`config.mk`:
```
export PLATFORM = sky130hd
export DESIGN_NAME = led_stream_capture_flat
export DESIGN_NICKNAME = d
export VERILOG_FILES = /design/src/rtl/led_stream_pkg.sv /design/src/rtl/led_stream_capture_if.sv /design/src/rtl/led_dwell_filter.sv /design/src/rtl/led_stream_capture.sv /design/src/flat_wrapper.sv
export SDC_FILE = /design/constraint.sdc
export NUM_CORES = 2
export LEC_CHECK = 0
export ABC_AREA = 1
export BUFFER_PORTS_ARGS = -buffer_cell sky130_fd_sc_hd__buf_4
export CAP_MARGIN = 20
export CORE_MARGIN = 2
export CORE_UTILIZATION = 63
export DETAILED_ROUTE_END_ITERATION = 6
export PLACE_DENSITY = 0.82
export SLEW_MARGIN = 10
export SYNTH_ARGS = -nofsm -noshare
export SYNTH_HDL_FRONTEND = slang
export SYNTH_HIERARCHICAL = 1
export SYNTH_SLANG_ARGS = --single-unit
```
`constraint.sdc`:
```
create_clock -name CLK -period 25.4 [get_ports CLK]
set_input_delay 5.08 -clock CLK [delete_from_list [all_inputs] [get_ports CLK]]
set_output_delay 5.08 -clock CLK [all_outputs]
set_load 0.02 [all_outputs]
```
`src/rtl/led_stream_pkg.sv`:
```
// led_stream_pkg: field layout and shared types for the LED stream capture.
// Optional macro used by this slice: LED_CAPTURE_DIFF_EN.
package led_stream_pkg;

  localparam int R_BIT = 9;
  localparam int G_BIT = 8;
  localparam int Y_MSB = 6;
  localparam int Y_LSB = 3;
  localparam int X_MSB = 2;
  localparam int X_LSB = 0;

  localparam int ROWS = 16;
  localparam int COLS = 8;

  typedef logic [COLS-1:0] row_t;

  typedef struct packed {
    logic       r;
    logic       g;
    logic       rsvd;
    logic [3:0] y;
    logic [2:0] x;
  } word_t;

  // Bit 7 is reserved and never takes part in run matching.
  localparam logic [9:0] WORD_MASK = 10'h37F;

  function automatic logic is_blank(word_t w);
    return !(w.r || w.g);
  endfunction

endpackage

```
`src/rtl/led_stream_capture_if.sv`:
```
// led_stream_capture_if: stream input, frame sync and row readback bundle.
// With LED_CAPTURE_DIFF_EN the frame-diff outputs are carried as well.
interface led_stream_capture_if;
  import led_stream_pkg::*;

  logic [9:0] LEDIN;
  logic       FRAME_SYNC;
  logic [3:0] RD_Y;
  row_t       RD_R;
  row_t       RD_G;
  logic       FRAME_DONE;
  logic [7:0] CNT_R;
  logic [7:0] CNT_G;
`ifdef LED_CAPTURE_DIFF_EN
  logic        CHANGED;
  logic [15:0] ROW_DIFF;

  modport master (
    output LEDIN, FRAME_SYNC, RD_Y,
    input  RD_R, RD_G, FRAME_DONE,
    input  CNT_R, CNT_G,
    input  CHANGED, ROW_DIFF
  );

  modport slave (
    input  LEDIN, FRAME_SYNC, RD_Y,
    output RD_R, RD_G, FRAME_DONE,
    output CNT_R, CNT_G,
    output CHANGED, ROW_DIFF
  );
`else
  modport master (
    output LEDIN, FRAME_SYNC, RD_Y,
    input  RD_R, RD_G, FRAME_DONE,
    input  CNT_R, CNT_G
  );

  modport slave (
    input  LEDIN, FRAME_SYNC, RD_Y,
    output RD_R, RD_G, FRAME_DONE,
    output CNT_R, CNT_G
  );
`endif

endinterface

```
`src/rtl/led_dwell_filter.sv`:
```
// led_dwell_filter: decodes stream words and accepts a pixel once per
// run of MIN_DWELL identical non-blank cycles (glitch rejection).
module led_dwell_filter
  import led_stream_pkg::*;
#(
  parameter int MIN_DWELL = 16
) (
  input  logic       clk,
  input  logic       rst,
  input  logic [9:0] ledin,
  output logic       accept,
  output logic       r,
  output logic       g,
  output logic [3:0] y,
  output logic [2:0] x
);

  localparam int DW = $clog2(MIN_DWELL + 1);
  typedef logic [DW-1:0] dw_t;
  localparam dw_t DMAX = dw_t'(MIN_DWELL);

  word_t cur;
  word_t prev;
  dw_t   dwell;
  dw_t   dwell_next;
  logic  blank;
  logic  cont;

  // Run tracking: saturate at MIN_DWELL so accept can only fire once.
  always_comb begin
    cur   = word_t'(ledin & WORD_MASK);
    blank = is_blank(cur);
    cont  = !blank && (cur == prev);
    dwell_next = '0;
    if (cont) begin
      dwell_next = (dwell == DMAX) ? dwell : dwell + dw_t'(1);
    end else if (!blank) begin
      dwell_next = dw_t'(1);
    end
    accept = (dwell_next == DMAX) && !(cont && dwell == DMAX);
  end

  assign r = cur.r;
  assign g = cur.g;
  assign y = cur.y;
  assign x = cur.x;

  // Previous masked word and run length.
  always_ff @(posedge clk or posedge rst) begin
    if (rst) begin
      prev  <= '0;
      dwell <= '0;
    end else begin
      prev  <= cur;
      dwell <= dwell_next;
    end
  end

endmodule

```
`src/rtl/led_stream_capture.sv`:
```
// led_stream_capture: captures the LED pixel stream into a 16x8 two-colour
// frame buffer and swaps it out each frame. Optional: LED_CAPTURE_DIFF_EN.
module led_stream_capture
  import led_stream_pkg::*;
#(
  parameter int FRAME_CYCLES = 256128,
  parameter int MIN_DWELL    = 16,
  parameter int TIMER_W      = 18
) (
  input logic CLK,
  input logic RST,
  led_stream_capture_if.slave bus
);

  localparam logic [TIMER_W-1:0] T_LAST =
    TIMER_W'(FRAME_CYCLES - 1);

  logic [TIMER_W-1:0] timer;

  row_t [ROWS-1:0] cap_r;
  row_t [ROWS-1:0] cap_g;
  row_t [ROWS-1:0] disp_r;
  row_t [ROWS-1:0] disp_g;
  row_t [ROWS-1:0] cap_r_base;
  row_t [ROWS-1:0] cap_g_base;
  row_t [ROWS-1:0] cap_r_next;
  row_t [ROWS-1:0] cap_g_next;
  row_t [ROWS-1:0] pix;

  logic [7:0] c_r;
  logic [7:0] c_g;
  logic [7:0] c_r_next;
  logic [7:0] c_g_next;
  logic [7:0] cnt_r;
  logic [7:0] cnt_g;

  row_t rd_r;
  row_t rd_g;
  logic frame_done;

  logic       acc;
  logic       pr;
  logic       pg;
  logic [3:0] py;
  logic [2:0] px;
  logic       boundary;
  logic       set_r;
  logic       set_g;
  logic       new_r;
  logic       new_g;

  led_dwell_filter #(
    .MIN_DWELL(MIN_DWELL)
  ) u_dwell (
    .clk   (CLK),
    .rst   (RST),
    .ledin (bus.LEDIN),
    .accept(acc),
    .r     (pr),
    .g     (pg),
    .y     (py),
    .x     (px)
  );

  assign boundary = (timer == T_LAST) || bus.FRAME_SYNC;

  // Next capture state: a boundary clears first, then the accepted
  // pixel lands in the fresh buffer so it belongs to the new frame.
  always_comb begin
    cap_r_base = boundary ? '0 : cap_r;
    cap_g_base = boundary ? '0 : cap_g;
    pix = '0;
    pix[py][px] = 1'b1;
    set_r = acc && pr;
    set_g = acc && pg;
    new_r = set_r && !cap_r_base[py][px];
    new_g = set_g && !cap_g_base[py][px];
    cap_r_next = set_r ? (cap_r_base | pix) : cap_r_base;
    cap_g_next = set_g ? (cap_g_base | pix) : cap_g_base;
    c_r_next = (boundary ? 8'd0 : c_r) + {7'd0, new_r};
    c_g_next = (boundary ? 8'd0 : c_g) + {7'd0, new_g};
  end

  // Frame timer, capture/display buffers and lit-pixel counters.
  always_ff @(posedge CLK or posedge RST) begin
    if (RST) begin
      timer      <= '0;
      cap_r      <= '0;
      cap_g      <= '0;
      disp_r     <= '0;
      disp_g     <= '0;
      c_r        <= '0;
      c_g        <= '0;
      cnt_r      <= '0;
      cnt_g      <= '0;
      frame_done <= 1'b0;
    end else begin
      frame_done <= boundary;
      cap_r      <= cap_r_next;
      cap_g      <= cap_g_next;
      c_r        <= c_r_next;
      c_g        <= c_g_next;
      if (boundary) begin
        timer  <= '0;
        disp_r <= cap_r;
        disp_g <= cap_g;
        cnt_r  <= c_r;
        cnt_g  <= c_g;
      end else begin
        timer <= timer + TIMER_W'(1);
      end
    end
  end

  // Registered row readback, one cycle behind RD_Y.
  always_ff @(posedge CLK or posedge RST) begin
    if (RST) begin
      rd_r <= '0;
      rd_g <= '0;
    end else begin
      rd_r <= disp_r[bus.RD_Y];
      rd_g <= disp_g[bus.RD_Y];
    end
  end

  assign bus.RD_R       = rd_r;
  assign bus.RD_G       = rd_g;
  assign bus.FRAME_DONE = frame_done;
  assign bus.CNT_R      = cnt_r;
  assign bus.CNT_G      = cnt_g;

`ifdef LED_CAPTURE_DIFF_EN
  logic [ROWS-1:0] row_diff;
  logic [ROWS-1:0] diff_next;
  logic            changed;

  // Per-row comparison of the outgoing display against the new frame.
  always_comb begin
    diff_next = '0;
    for (int i = 0; i < ROWS; i++) begin
      diff_next[i] = (disp_r[i] != cap_r[i]) ||
                     (disp_g[i] != cap_g[i]);
    end
  end

  // Diff flags captured at each swap and held until the next one.
  always_ff @(posedge CLK or posedge RST) begin
    if (RST) begin
      row_diff <= '0;
      changed  <= 1'b0;
    end else if (boundary) begin
      row_diff <= diff_next;
      changed  <= |diff_next;
    end
  end

  assign bus.ROW_DIFF = row_diff;
  assign bus.CHANGED  = changed;
`endif

endmodule

```
`src/flat_wrapper.sv`:
```
// flat-port wrapper written by rule: the top's interface ports become plain ports
module led_stream_capture_flat import led_stream_pkg::*;
#(
  parameter int FRAME_CYCLES = 256128,
  parameter int MIN_DWELL    = 16,
  parameter int TIMER_W      = 18
)
  (CLK, RST, bus_LEDIN, bus_FRAME_SYNC, bus_RD_Y, bus_RD_R, bus_RD_G, bus_FRAME_DONE, bus_CNT_R, bus_CNT_G);
  led_stream_capture_if bus_i ();
  input logic CLK;
  input logic RST;
  input wire logic [$bits(bus_i.LEDIN)-1:0] bus_LEDIN;
  input wire logic [$bits(bus_i.FRAME_SYNC)-1:0] bus_FRAME_SYNC;
  input wire logic [$bits(bus_i.RD_Y)-1:0] bus_RD_Y;
  output wire logic [$bits(bus_i.RD_R)-1:0] bus_RD_R;
  output wire logic [$bits(bus_i.RD_G)-1:0] bus_RD_G;
  output wire logic [$bits(bus_i.FRAME_DONE)-1:0] bus_FRAME_DONE;
  output wire logic [$bits(bus_i.CNT_R)-1:0] bus_CNT_R;
  output wire logic [$bits(bus_i.CNT_G)-1:0] bus_CNT_G;
  assign bus_i.LEDIN = bus_LEDIN;
  assign bus_i.FRAME_SYNC = bus_FRAME_SYNC;
  assign bus_i.RD_Y = bus_RD_Y;
  assign bus_RD_R = bus_i.RD_R;
  assign bus_RD_G = bus_i.RD_G;
  assign bus_FRAME_DONE = bus_i.FRAME_DONE;
  assign bus_CNT_R = bus_i.CNT_R;
  assign bus_CNT_G = bus_i.CNT_G;
  led_stream_capture #(.FRAME_CYCLES(FRAME_CYCLES), .MIN_DWELL(MIN_DWELL), .TIMER_W(TIMER_W)) u_core (.CLK(CLK), .RST(RST), .bus(bus_i));
endmodule
```
==> out/results.ini <==
[timing]
fin_ws_ns=16.09
fin_skew_ns=0.0282
rsz0062_at_grt=no
maxSlewViolCount=0
hold_violations=0
maxSlewHeadroom_pct=19.8
fmax_mhz=107
setup_viol=0
fin_crit_sh_pct=36.7
finalCriticalPeriod_ns=9.31
worstMarginPinSlew_ns=1.20
fin_setup_tns_ns=0

[flow_run]
cap_viol_max_count=0

[synthesis]
async_reset_ff_share_pct=100
yosys.area.top_type_share_pct=53.6
yosys_warnings=6
synth-xor-area-share_pct=0.633
synth_compound_area_share_pct=14.8
synth_mux_area_share_pct=0
syn_nets=3434
synth_top_family_by_area=simple AND/OR/NAND/NOR gates
syn_inst=3410
synth.avg_cell_area_um2=8.12
ys_ff_latch=593
yosys.area.top_type=dfrtp_1
syn_area_um2=27700
ys_seq_area_share_pct=53.6
synthAdderAreaFrac_pct=0.316
ys.flop_type=dfrtp_1
synth-edff-count=0
ys_types=38
synth_area_leaders=dfrtp_1 (54%), nand2_1 (14%), o21ai_0 (9.1%)
synthSimpleGateAreaFrac_pct=23.2

[floorplanning]
num_rows=76
dieWidth_um=214
die_h_um=214
io_pins=50
coreArea_um2=43300
die_area_um2=45700
start_util_pct=64.0

[place]
dpl.hpwl_mm=45.0
gp_congestion=0.860
port_buffers=48
postPlaceCellArea_um2=28100
place_ws_ns=15.73

[clocking]
ctsRootBufferMaster=clkbuf_16
hold_buffers=0
cts_tree=yes
cts_resized=0
cts_max_path_buffers=3
cts.htree.levels=2
clock_latency_ns=0.64
cts-buffers-inserted=59
cts_setup_buffers=0
cts.sinks=593
clk_pin_slew_ns=0.06

[cells_and_area]
area_growth_pct=8.95
layout-drive-gt1-share_pct=6.85
final_nets=3320
post-route-util_pct=69.7
fillers=3277
fin_area_um2=30200

[worst_setup_path]
crit_chain=buf_4 > inv_4 > nand2_8 > inv_8 > buf_4 > nand2_1 > o21ai_0 > nor2_1 > nor2_1 > nor2_1 > nand2_1 > nand2_1 > nand3_1 > nor2_1 > ha_1 > ha_1 > nand2_1 > nor2_1 > nand3_1 > xor2_1
cp_top_family=buffers and inverters
required_ns=25.96
crit_top_cell=nor2_1
crit_path_max_incr_delay_ns=0.89
critPathLaunchType=input port
endpoint_kind=register
cp_slowest_cell=buf_4
path_buf_inv=4
arrival_ns=9.87
cp_max_fo=144
critPathKind=in2reg

[detailed_routing]
drtIter0Drc=3761
drc=0
vias=24700
drt-wirelength-per-cell_um=20.6
routed_wl_mm=81.1
via_per_inst=6.29
postRouteAntennaNets=0
firstDrtPassIters=6

[global_route]
grt_pass1_vias=23500
gr-total-overflow=0
grt_max_degree=207
grt_usage_pct=36.4
grt_pass1_wl_mm=128
antenna_found_initial=2

[worst_hold_path]
holdCritPathClass=reg2reg

[pwr]
p_per_area_nw_per_um2=66.0
ir_drop_uv=55.6
p_leak_nw=13.8

[run_status]
run_status=complete, no violations

==> where the power goes <==
part / switching (mW) / internal [mW]
logic: 0.106 / 0.0218
registers: 0.00232 / 0.949
clock network: 0.372 / 0.541
total: 0.481 / 1.51
==> per-stage QoR <==
step	total power [mW]	hold slack, ns	std cells
floorplan	1.05	0.426	3410
global placement	1.09	0.442	3819
detailed placement	1.09	0.452	3819
CTS	2.00	0.460	3927
global route	2.05	0.485	3928
finish	1.99	0.455	3929
==> cell type report <==
class / count / area [um^2] / area share, %
tap: 585 / 732 / 2.43
inverter: 241 / 923 / 3.06
timing repair buffer: 91 / 744 / 2.47
clock inverter: 21 / 272 / 0.900
antenna: 1 / 2.50 / 0.00829
clock buffer: 87 / 1770 / 5.87
multi-input combinational: 2310 / 10900 / 36.1
sequential: 593 / 14800 / 49.2
==> kinds of logic (layout without fill, tap and decap cells) <==
family	Yosys count	in the layout
AND/OR/NAND/NOR	1524	1524
other	0	1
XOR/XNOR	20	20
buffers and inverters	507	440
AO/OA/AOI/OAI	759	759
adder cells (fa/ha/maj)	7	7
flip-flops	593	593
==> worst register-to-register path, stage by stage (launching register included) <==
cell and delay [ns]:
dfrtp_1 0.36, ha_1 0.20, nand3_1 0.12, nor2_2 0.22, nand3_4 0.18, nand2_8 0.51, inv_8 0.44, buf_4 0.64
nand3_1 0.25, nand2_1 0.07, o21ai_0 0.30, nand2_1 0.11, nor2_1 0.09, nor2_1 0.07, nor2_1 0.24, nand2_1 0.09
nor2_1 0.32, ha_1 0.26, nand3_1 0.15, or3_1 0.36, inv_1 0.11, nand3_1 0.09, xor2_1 0.15
==> layout by cell type, fill, tap and decap left out, types with 5 or more instances in the layout <==
cell,n
xor2_1,15
a21oi_1,141
o2bb2ai_1,38
nor2_1,152
inv_1,229
clkbuf_8,19
o22ai_1,42
o221ai_1,30
nand4_1,189
clkbuf_16,59
nand2_1,1032
o21ai_0,505
dfrtp_1,593
bufinv_16,6
nand3_1,104
buf_4,86
xnor2_1,5
clkinv_2,11
nor3_1,8
ha_1,7
nor2_2,16
clkbuf_1,9
==> final timing paths <==
check	cells past startpoint	to	slack (ns)	start
hold reg to reg	1	u_core/timer[0]	0.45	u_core/timer[0]
max in group asynchronous	3	u_core/disp_g[125]	19.16	RST
setup / recovery	20	u_core/c_g[6]	16.09	bus_FRAME_SYNC
hold / removal	1	u_core/timer[0]	0.45	u_core/timer[0]
setup reg to reg	22	u_core/c_g[7]	19.96	u_core/timer[0]
min in group asynchronous	2	u_core/u_dwell/dwell[1]	4.52	RST
==> registers in the layout (all words and copies together) (netlist names), 8 cells and up <==
register and cells:
u_core/cap_g 128, u_core/cap_r 128, u_core/disp_g 128, u_core/disp_r 128, u_core/timer 18, u_core/u_dwell/prev 9, u_core/bus.CNT_G 8, u_core/bus.CNT_R 8
u_core/bus.RD_G 8, u_core/bus.RD_R 8, u_core/c_g 8, u_core/c_r 8
==> routing by layer <==
metal / wire, um / global-route usage (%) / part of all wire [%]
met2: 35800 / 54.8 / 44
met1: 30900 / 50.0 / 38
met4: 4150 / 17.7 / 5.1
met3: 10200 / 8.89 / 13
met5: 16 / 0 / 0.020
==> cells in the mapped netlist (all sizes together), types with 2 or more instances <==
master / instances
o21ai: 506
o2bb2ai: 38
o22ai: 42
clkbuf: 191
ha: 7
o221ai: 30
xnor2: 5
nand3: 105
or3: 2
dfrtp: 593
a21oi: 141
inv: 235
nor2: 171
nor3: 12
xor2: 15
clkinv: 6
nor4: 2
and3: 2
buf: 75
nand4: 190
nand2: 1037
No activity file was read; power rests on OpenSTA's default activity.
